<file path="src/rtl/risc16_mem_arbiter.sv">
// Arbitrates the single-port RiSC16 word memory between instruction fetch (I)
// and load/store (D). It also holds a clear engine that zeroes one word per cycle.
// Memory writes commit on the negedge of clk. A read grant therefore sees data
// written by the previous grant.
module risc16_mem_arbiter #(
  parameter int WORD_LENGTH = 16,
  parameter int ADDR_WIDTH  = 16,
  parameter int MEM_SIZE    = 65536
) (
  input  logic                   clk,
  input  logic                   rst,
  // fetch port (read-only)
  input  logic                   i_req,
  input  logic [ADDR_WIDTH-1:0]  i_addr,
  output logic                   i_gnt,
  output logic                   i_rvalid,
  output logic [WORD_LENGTH-1:0] i_rdata,
  // load/store port
  input  logic                   d_req,
  input  logic                   d_we,
  input  logic [ADDR_WIDTH-1:0]  d_addr,
  input  logic [WORD_LENGTH-1:0] d_wdata,
  output logic                   d_gnt,
  output logic                   d_rvalid,
  output logic [WORD_LENGTH-1:0] d_rdata,
  // clear engine
  input  logic                   clr_start,
  output logic                   clr_busy,
  output logic                   clr_done,
  // memory side
  output logic [ADDR_WIDTH-1:0]  mem_address,
  output logic [WORD_LENGTH-1:0] mem_dataIn,
  output logic                   mem_writeEn,
  input  logic [WORD_LENGTH-1:0] mem_dataOut
);

  typedef enum logic {IDLE, CLEAR} state_t;

  // The last word index is compared before incrementing. This keeps the
  // counter from wrapping even when MEM_SIZE == 2**ADDR_WIDTH.
  localparam logic [ADDR_WIDTH-1:0] LAST_ADDR = ADDR_WIDTH'(MEM_SIZE - 1);

  state_t                 state_q, state_d;
  logic                   last_d_q, last_d_d;   // 1: last grant went to D
  logic [ADDR_WIDTH-1:0]  cnt_q, cnt_d;
  logic                   clr_done_q, clr_done_d;
  logic                   i_rvalid_q, d_rvalid_q;
  logic [WORD_LENGTH-1:0] i_rdata_q, d_rdata_q;

  // Arbitration, clear sequencing and memory-side drive.
  always_comb begin
    state_d     = state_q;
    last_d_d    = last_d_q;
    cnt_d       = cnt_q;
    clr_done_d  = 1'b0;
    i_gnt       = 1'b0;
    d_gnt       = 1'b0;
    mem_address = i_addr;
    mem_dataIn  = d_wdata;
    mem_writeEn = 1'b0;

    case (state_q)
      IDLE: begin
        if (i_req && d_req) begin
          // Round-robin: the port that lost last time wins now.
          i_gnt = last_d_q;
          d_gnt = !last_d_q;
        end else begin
          i_gnt = i_req;
          d_gnt = d_req;
        end

        if (i_gnt) begin
          mem_address = i_addr;
          last_d_d    = 1'b0;
        end else if (d_gnt) begin
          mem_address = d_addr;
          mem_writeEn = d_we;
          last_d_d    = 1'b1;
        end

        // The cycle that samples clr_start still arbitrates normally.
        if (clr_start) begin
          state_d = CLEAR;
          cnt_d   = '0;
        end
      end

      CLEAR: begin
        mem_address = cnt_q;
        mem_dataIn  = '0;
        mem_writeEn = 1'b1;
        if (cnt_q == LAST_ADDR) begin
          state_d    = IDLE;
          clr_done_d = 1'b1;
        end else begin
          cnt_d = cnt_q + 1'b1;
        end
      end

      default: state_d = IDLE;
    endcase
  end

  // State, counter and read-response registers. Reset squashes pending responses.
  always_ff @(posedge clk) begin
    if (rst) begin
      state_q    <= IDLE;
      last_d_q   <= 1'b1;
      cnt_q      <= '0;
      clr_done_q <= 1'b0;
      i_rvalid_q <= 1'b0;
      d_rvalid_q <= 1'b0;
      i_rdata_q  <= '0;
      d_rdata_q  <= '0;
    end else begin
      state_q    <= state_d;
      last_d_q   <= last_d_d;
      cnt_q      <= cnt_d;
      clr_done_q <= clr_done_d;
      i_rvalid_q <= i_gnt;
      d_rvalid_q <= d_gnt && !d_we;
      if (i_gnt) begin
        i_rdata_q <= mem_dataOut;
      end
      if (d_gnt && !d_we) begin
        d_rdata_q <= mem_dataOut;
      end
    end
  end

  assign i_rvalid = i_rvalid_q;
  assign i_rdata  = i_rdata_q;
  assign d_rvalid = d_rvalid_q;
  assign d_rdata  = d_rdata_q;
  assign clr_busy = (state_q == CLEAR);
  assign clr_done = clr_done_q;

endmodule

</file>
<file path="config.mk">
export PLATFORM = sky130hd
export DESIGN_NAME = risc16_mem_arbiter
export DESIGN_NICKNAME = d
export VERILOG_FILES = /design/src/rtl/risc16_mem_arbiter.sv
export SDC_FILE = /design/constraint.sdc
export NUM_CORES = 1
export LEC_CHECK = 0
export ABC_AREA = 1
export CORE_UTILIZATION = 31
export CTS_CLUSTER_DIAMETER = 150
export DETAILED_ROUTE_END_ITERATION = 7
export PLACE_DENSITY_LB_ADDON = 0.12
export SETUP_SLACK_MARGIN = 0.2
export SLEW_MARGIN = 20
export SYNTH_ARGS = -nofsm -noshare
export SYNTH_HDL_FRONTEND = slang
export SYNTH_SLANG_ARGS = --single-unit
</file>
<file path="constraint.sdc">
create_clock -name clk -period 2.9 [get_ports clk]
set_input_delay 0.29 -clock clk [delete_from_list [all_inputs] [get_ports clk]]
set_output_delay 0.29 -clock clk [all_outputs]
set_load 0.005 [all_outputs]
</file>
# After elaboration in Yosys (flattened, before gate mapping)
# Index checks and enable logic that the tools add are counted.
# W data, S select, Z words.
[totals]
reg_bits = 53
in_bits = 70
out_inout_bits = 71
word_cells = 43
[op_classes]
n_addsub = 1
n_eq_ne = 3
muxes = 22
bitwise = 1
reduce_logical = 8
[op_table]
columns = ["cell", "n"]
rows = [
  ["$mux W16", 5],
  ["$pmux W16 S2", 2],
  ["$add A16 B1 Y16 const B", 1],
  ["$eq A16 B16 Y1 const B", 1],
  ["$mux W1", 13],
  ["$ne A2 B2 Y1 const B", 2],
  ["$pmux W1 S2", 2],
  ["$reduce_and A2 Y1", 2],
  ["$logic_and A1 B1 Y1", 2],
  ["$logic_not A1 Y1", 2],
  ["$reduce_bool A2 Y1", 1],
  ["$reduce_or A2 Y1", 1],
  ["$not A1 Y1", 1],
]

# Longest topological paths before layout
# Gate-level depths: netlist of the first run.
[logic_depth]
ltp_word = 6
depth_mapped = 10
depth_no_buf = 10

# Least setup slack after synthesis of the first run
# Ideal clock, no wire load.
[synth_path]
path_kind = "reg2out"
startpoint = "register last_d_q"
endpoint = "output mem_address[10]"
arrival_time_ns = 1.135
required_time_ns = 2.610
setup_slack_ns = 1.475
stages_incl_launch_ff = 7
n_path_buf = 2
path_cell_list = "dfxtp_1 nand2_1 nand2_1 buf_2 buf_1 nand2_1 a31oi_1"
[synth_between]
elab_chain_len = 6
word_cells_on_any_way = 8
classes_between = "mux (7); reduce/logical (1)"
[synth_rtl]
columns = ["item", "line", "rtl"]
rows = [
  ["from (decl)", "44", "logic last_d_q, last_d_d;"],
  ["from (signal assigned)", "118", "last_d_q <= last_d_d;"],
  ["$logic_not A1 Y1", "67", "d_gnt = !last_d_q;"],
  ["$mux W1", "64", "if (i_req && d_req) begin"],
  ["$mux W1", "62", "case (state_q)"],
  ["$mux W16", "76", "end else if (d_gnt) begin"],
  ["$mux W16 *", "73", "if (i_gnt) begin"],
  ["$pmux W16 S2 *", "62", ""],
  ["to (decl)", "31", "output logic [ADDR_WIDTH-1:0] mem_address,"],
]
# Mark *: on every way between the ends. The rest lies on a longest branch, timed or not. The select of a mux whose other input is x is not followed.

# Final worst setup path of the first run
[layout_path]
startpoint = "input i_req"
endpoint = "output mem_address[5]"
[layout_between]
elab_chain_len = 6
word_cells_on_any_way = 8
classes_between = "mux (7); reduce/logical (1)"
[layout_rtl]
columns = ["item", "line", "rtl"]
rows = [
  ["from (decl)", "13", "input logic i_req,"],
  ["$logic_and A1 B1 Y1", "64", ""],
  ["$mux W1", "64", ""],
  ["$mux W1", "62", ""],
  ["$mux W16", "76", ""],
  ["$mux W16 *", "73", ""],
  ["$pmux W16 S2 *", "62", ""],
]
# Marks and branches as above.

==> results of run 1 <==
[final cells by class]
class | instances | area (sq um)
clock buffer | 5 | 68.8
tap | 105 | 131
clock inverter | 3 | 25.0
multi-input combinational | 310 | 1420
sequential | 53 | 1060
fill | 820 | 4040
timing repair buffer | 146 | 1450
inverter | 39 | 146
[cell usage after synthesis, types with 3 or more instances]
| master | count | area share (%) |
|---|---|---|
| a31oi_1 | 12 | 2.8 |
| nor2_4 | 3 | 1.2 |
| nand2_1 | 86 | 12 |
| nand3_1 | 42 | 7.7 |
| a21oi_1 | 28 | 5.1 |
| inv_1 | 36 | 5.0 |
| o21ai_0 | 25 | 4.6 |
| clkbuf_1 | 10 | 1.4 |
| nand2_2 | 4 | 0.92 |
| dfxtp_1 | 53 | 39 |
| nor2_1 | 91 | 13 |
| o21bai_1 | 3 | 0.83 |
| o22ai_1 | 3 | 0.69 |
| buf_2 | 6 | 1.1 |
[cells by family after synthesis]
group / count (synthesis) / share of synthesized area, %
DFF: 53 / 39.0
buffers and inverters: 59 / 8.82
adders and majority gates: 1 / 0.459
AOI/OAI and AO/OA: 73 / 14.9
and+or+nand+nor: 236 / 36.8
[worst max-delay path: cells and delay by family]
| kind | cells | cell delay, ps |
|---|---|---|
| compound gates | 2 | 320 |
| simple gates | 2 | 210 |
| buf+inv | 3 | 1370 |
[worst min path at each step]
| stage | to | slack, ps | cells after the start | from |
|---|---|---|---|---|
| 6_report | d_rdata[6]$_SDFFE_PP0P_ | 470 | 2 | d_rdata[6]$_SDFFE_PP0P_ |
| 5_1_grt | d_rdata[3]$_SDFFE_PP0P_ | 480 | 2 | d_rdata[3]$_SDFFE_PP0P_ |
| 4_1_cts | d_rdata[3]$_SDFFE_PP0P_ | 470 | 2 | d_rdata[3]$_SDFFE_PP0P_ |
| 3_5_place_dp | d_rdata[3]$_SDFFE_PP0P_ | 450 | 2 | d_rdata[3]$_SDFFE_PP0P_ |
| 3_3_place_gp | d_rdata[3]$_SDFFE_PP0P_ | 450 | 2 | d_rdata[3]$_SDFFE_PP0P_ |
| 2_1_floorplan | i_rdata[0]$_SDFFE_PP0P_ | 450 | 2 | mem_dataOut[0] |
[flip-flops by register name (all words and copies together) (netlist names)]
signal	flops
clr_busy	1
clr_done	1
cnt_q	16
d_rdata	16
d_rvalid	1
i_rdata	16
i_rvalid	1
last_d_q	1
[metrics by stage]
stage / instances / total power, uW / hold slack (ps)
2_1_floorplan: 422 / 977 / 454
3_3_place_gp: 653 / 1270 / 448
3_5_place_dp: 653 / 1270 / 452
4_1_cts: 661 / 1710 / 468
5_1_grt: 661 / 1790 / 481
6_report: 661 / 1690 / 468
[power by group through the flow]
| stage | sequential (uW) | clock, uW | combinational, uW |
|---|---|---|---|
| 2_1_floorplan | 801 | 0 | 176 |
| 3_3_place_gp | 799 | 0 | 471 |
| 3_5_place_dp | 801 | 0 | 473 |
| 4_1_cts | 784 | 453 | 476 |
| 5_1_grt | 788 | 483 | 520 |
| 6_report | 783 | 436 | 471 |
[routing by layer]
metal	GRT usage (%)	share of wire, %	vias up
met2	32.0	46	109
met5	0	0	-
li1	-	-	1620
met1	23.0	45	1380
met4	4.60	1.1	0
met3	4.11	7.6	8
==> metrics.md, run 1 <==
| Metric | Value |
|---|---|
| Seq/Total Area, Yosys | `about two fifths` |
| Net load switching power | `around 480 uW` |
| Synthesized area per cell | `around 6.5 sq um` |
| Worst-path fanout max | `16` |
| R2r endpoint | `cnt_q[11]$_SDFFE_PP0P_` |
| Seq cells post-synth | `53` |
| Setup crit end | `mem_address[5]` |
| Cells after Synth | `422` |
| Detailed placer's ending HPWL | `about 6.3 mm` |
| Crit start category | `input port` |
| Top_reg_cell synth | `dfxtp_1` |
| Switch share | `28.3%` |
| Cell Area, Synth | `about 2700 sq um` |
| Pleak | `about 0.0017 uW` |
| Routed WL per cell | `12.7 um` |
| Worst-Margin Slew | `about 590 ps` |
| P&R area growth vs syn | `57.9%` |
| Vias | `between 3000 and 4000` |
| Maximum number of pins on one net before global-route repair | `37` |
| Area of the core | `~8300 sq um` |
| RSZ-0062 raised after global routing | `false` |
| DRT antenna net count | `0` |
| Final setup margin | `approximately 410 ps` |
| Most frequent cells in the layout | `140 x clkdlybuf4s50_1, 91 x nor2_1, 86 x nand2_1` |
| EDFF count, synth | `0` |
| Max clock buf depth | `2` |
| Slew margin rel. | `about 61%` |
| Vias in the first global route | `around 2800` |
| P_int | `roughly 1200 uW` |
| Logic pwr share | `between 20% and 30%` |
| Clock share of power | `25.8%` |
| R2R setup slack | `about 1000 ps` |
| FMAX | `roughly 400 MHz` |
| Max IR drop VDD | `around 0.17 mV` |
| Layout cell share with drive strength beyond 1 | `under 10%` |
| Syn nets | `just under 500` |
| CTS Hold Bufs | `0` |
| P per Cell Area | `slightly below 400 nW/um^2` |
| Tmin final | `2490 ps` |
| Post-synthesis async set-or-reset flop share | `0%` |
| Final Setup Violations | `0` |
| Post-CTS Setup Bufs | `0` |
| Htree depth | `2` |
| Final Util | `between 50% and 60%` |
| Nets@finish | `between 600 and 700` |
| Synth Warn # | `0` |
| Reg2reg start | `cnt_q[1]$_SDFFE_PP0P_` |
| Diode count | `0` |
| Data arrival, critical path | `~2200 ps` |
| First DRT Iteration DRCs | `roughly 120` |
| Fin crit share | `a little under nine tenths` |
| Via density | `~4.7` |
| Antenna violations before repair | `0` |
| Post-DP Area | `about 4200 sq um` |
| Gpl congestion | `between 0.8 and 0.9` |
| Synth unique cells | `29` |
| Crit Path Class | `in2out` |
| CP Capture Type | `output port` |
| CTS buffer count | `5` |
| IO Pins | `around 140` |
| Fin. max-slew vios | `0` |
| Clk_skew | `roughly 8.4 ps` |
| Tot GR Track Use | `18.4%` |
| Remaining global-route overflow | `0` |
| Status | `completed` |
| Die width | `around 96 um` |
| Clk sink count | `between 50 and 60` |
| Required time worst endpoint | `around 2600 ps` |
| DR pass1 iterations | `4` |
| Pre-CTS setup slack | `slightly below 400 ps` |
| Clk root buf | `clkbuf_8` |
| Post-CTS resize count | `0` |
| DRC | `0` |
| Design Area, Final | `4300 sq um` |
| Worst-path cell chain | `clkdlybuf4s50_1, nand2_1, nand2_1, inv_1, o21ai_0, o22ai_1, clkdlybuf4s50_1` |
| Latest clock arrival within the worst-skew pair | `about 310 ps` |
| Hold Path Class | `reg2reg` |
| Worst setup path startpoint | `i_req` |
| Slowest CP cell | `clkdlybuf4s50_1` |
| Global-route wire length before repair | `between 10 and 15 mm` |
| Core Rows | `33` |
| Largest stage delay, worst path | `roughly 520 ps` |
| Port Buffers | `140` |
| CTS tree | `built` |
| Initial Util | `between 30% and 40%` |
| Commonest non-fill, non-tap cell in the layout | `clkdlybuf4s50_1` |
| Final hold viol count | `0` |
| Clock slew at reported path FFs | `100 ps` |
| Number of max-cap violations | `0` |
| Sequential Power Share | `between 40% and 50%` |
| R2r worst-path depth | `9` |
| Die area | `~9000 sq um` |
| Die Height | `approximately 96 um` |
| Routed wire length | `8.39 mm` |
| Fin Setup TNS | `0 ps` |
(Power assumes the default switching activity.)
==> run 2, diff against run 1 <==
ABC_CLOCK_PERIOD_IN_PS = 2900   (was not set)
==> results of run 2 <==
Same layout as run 1: the final DEF is identical, and so are final timing and power.
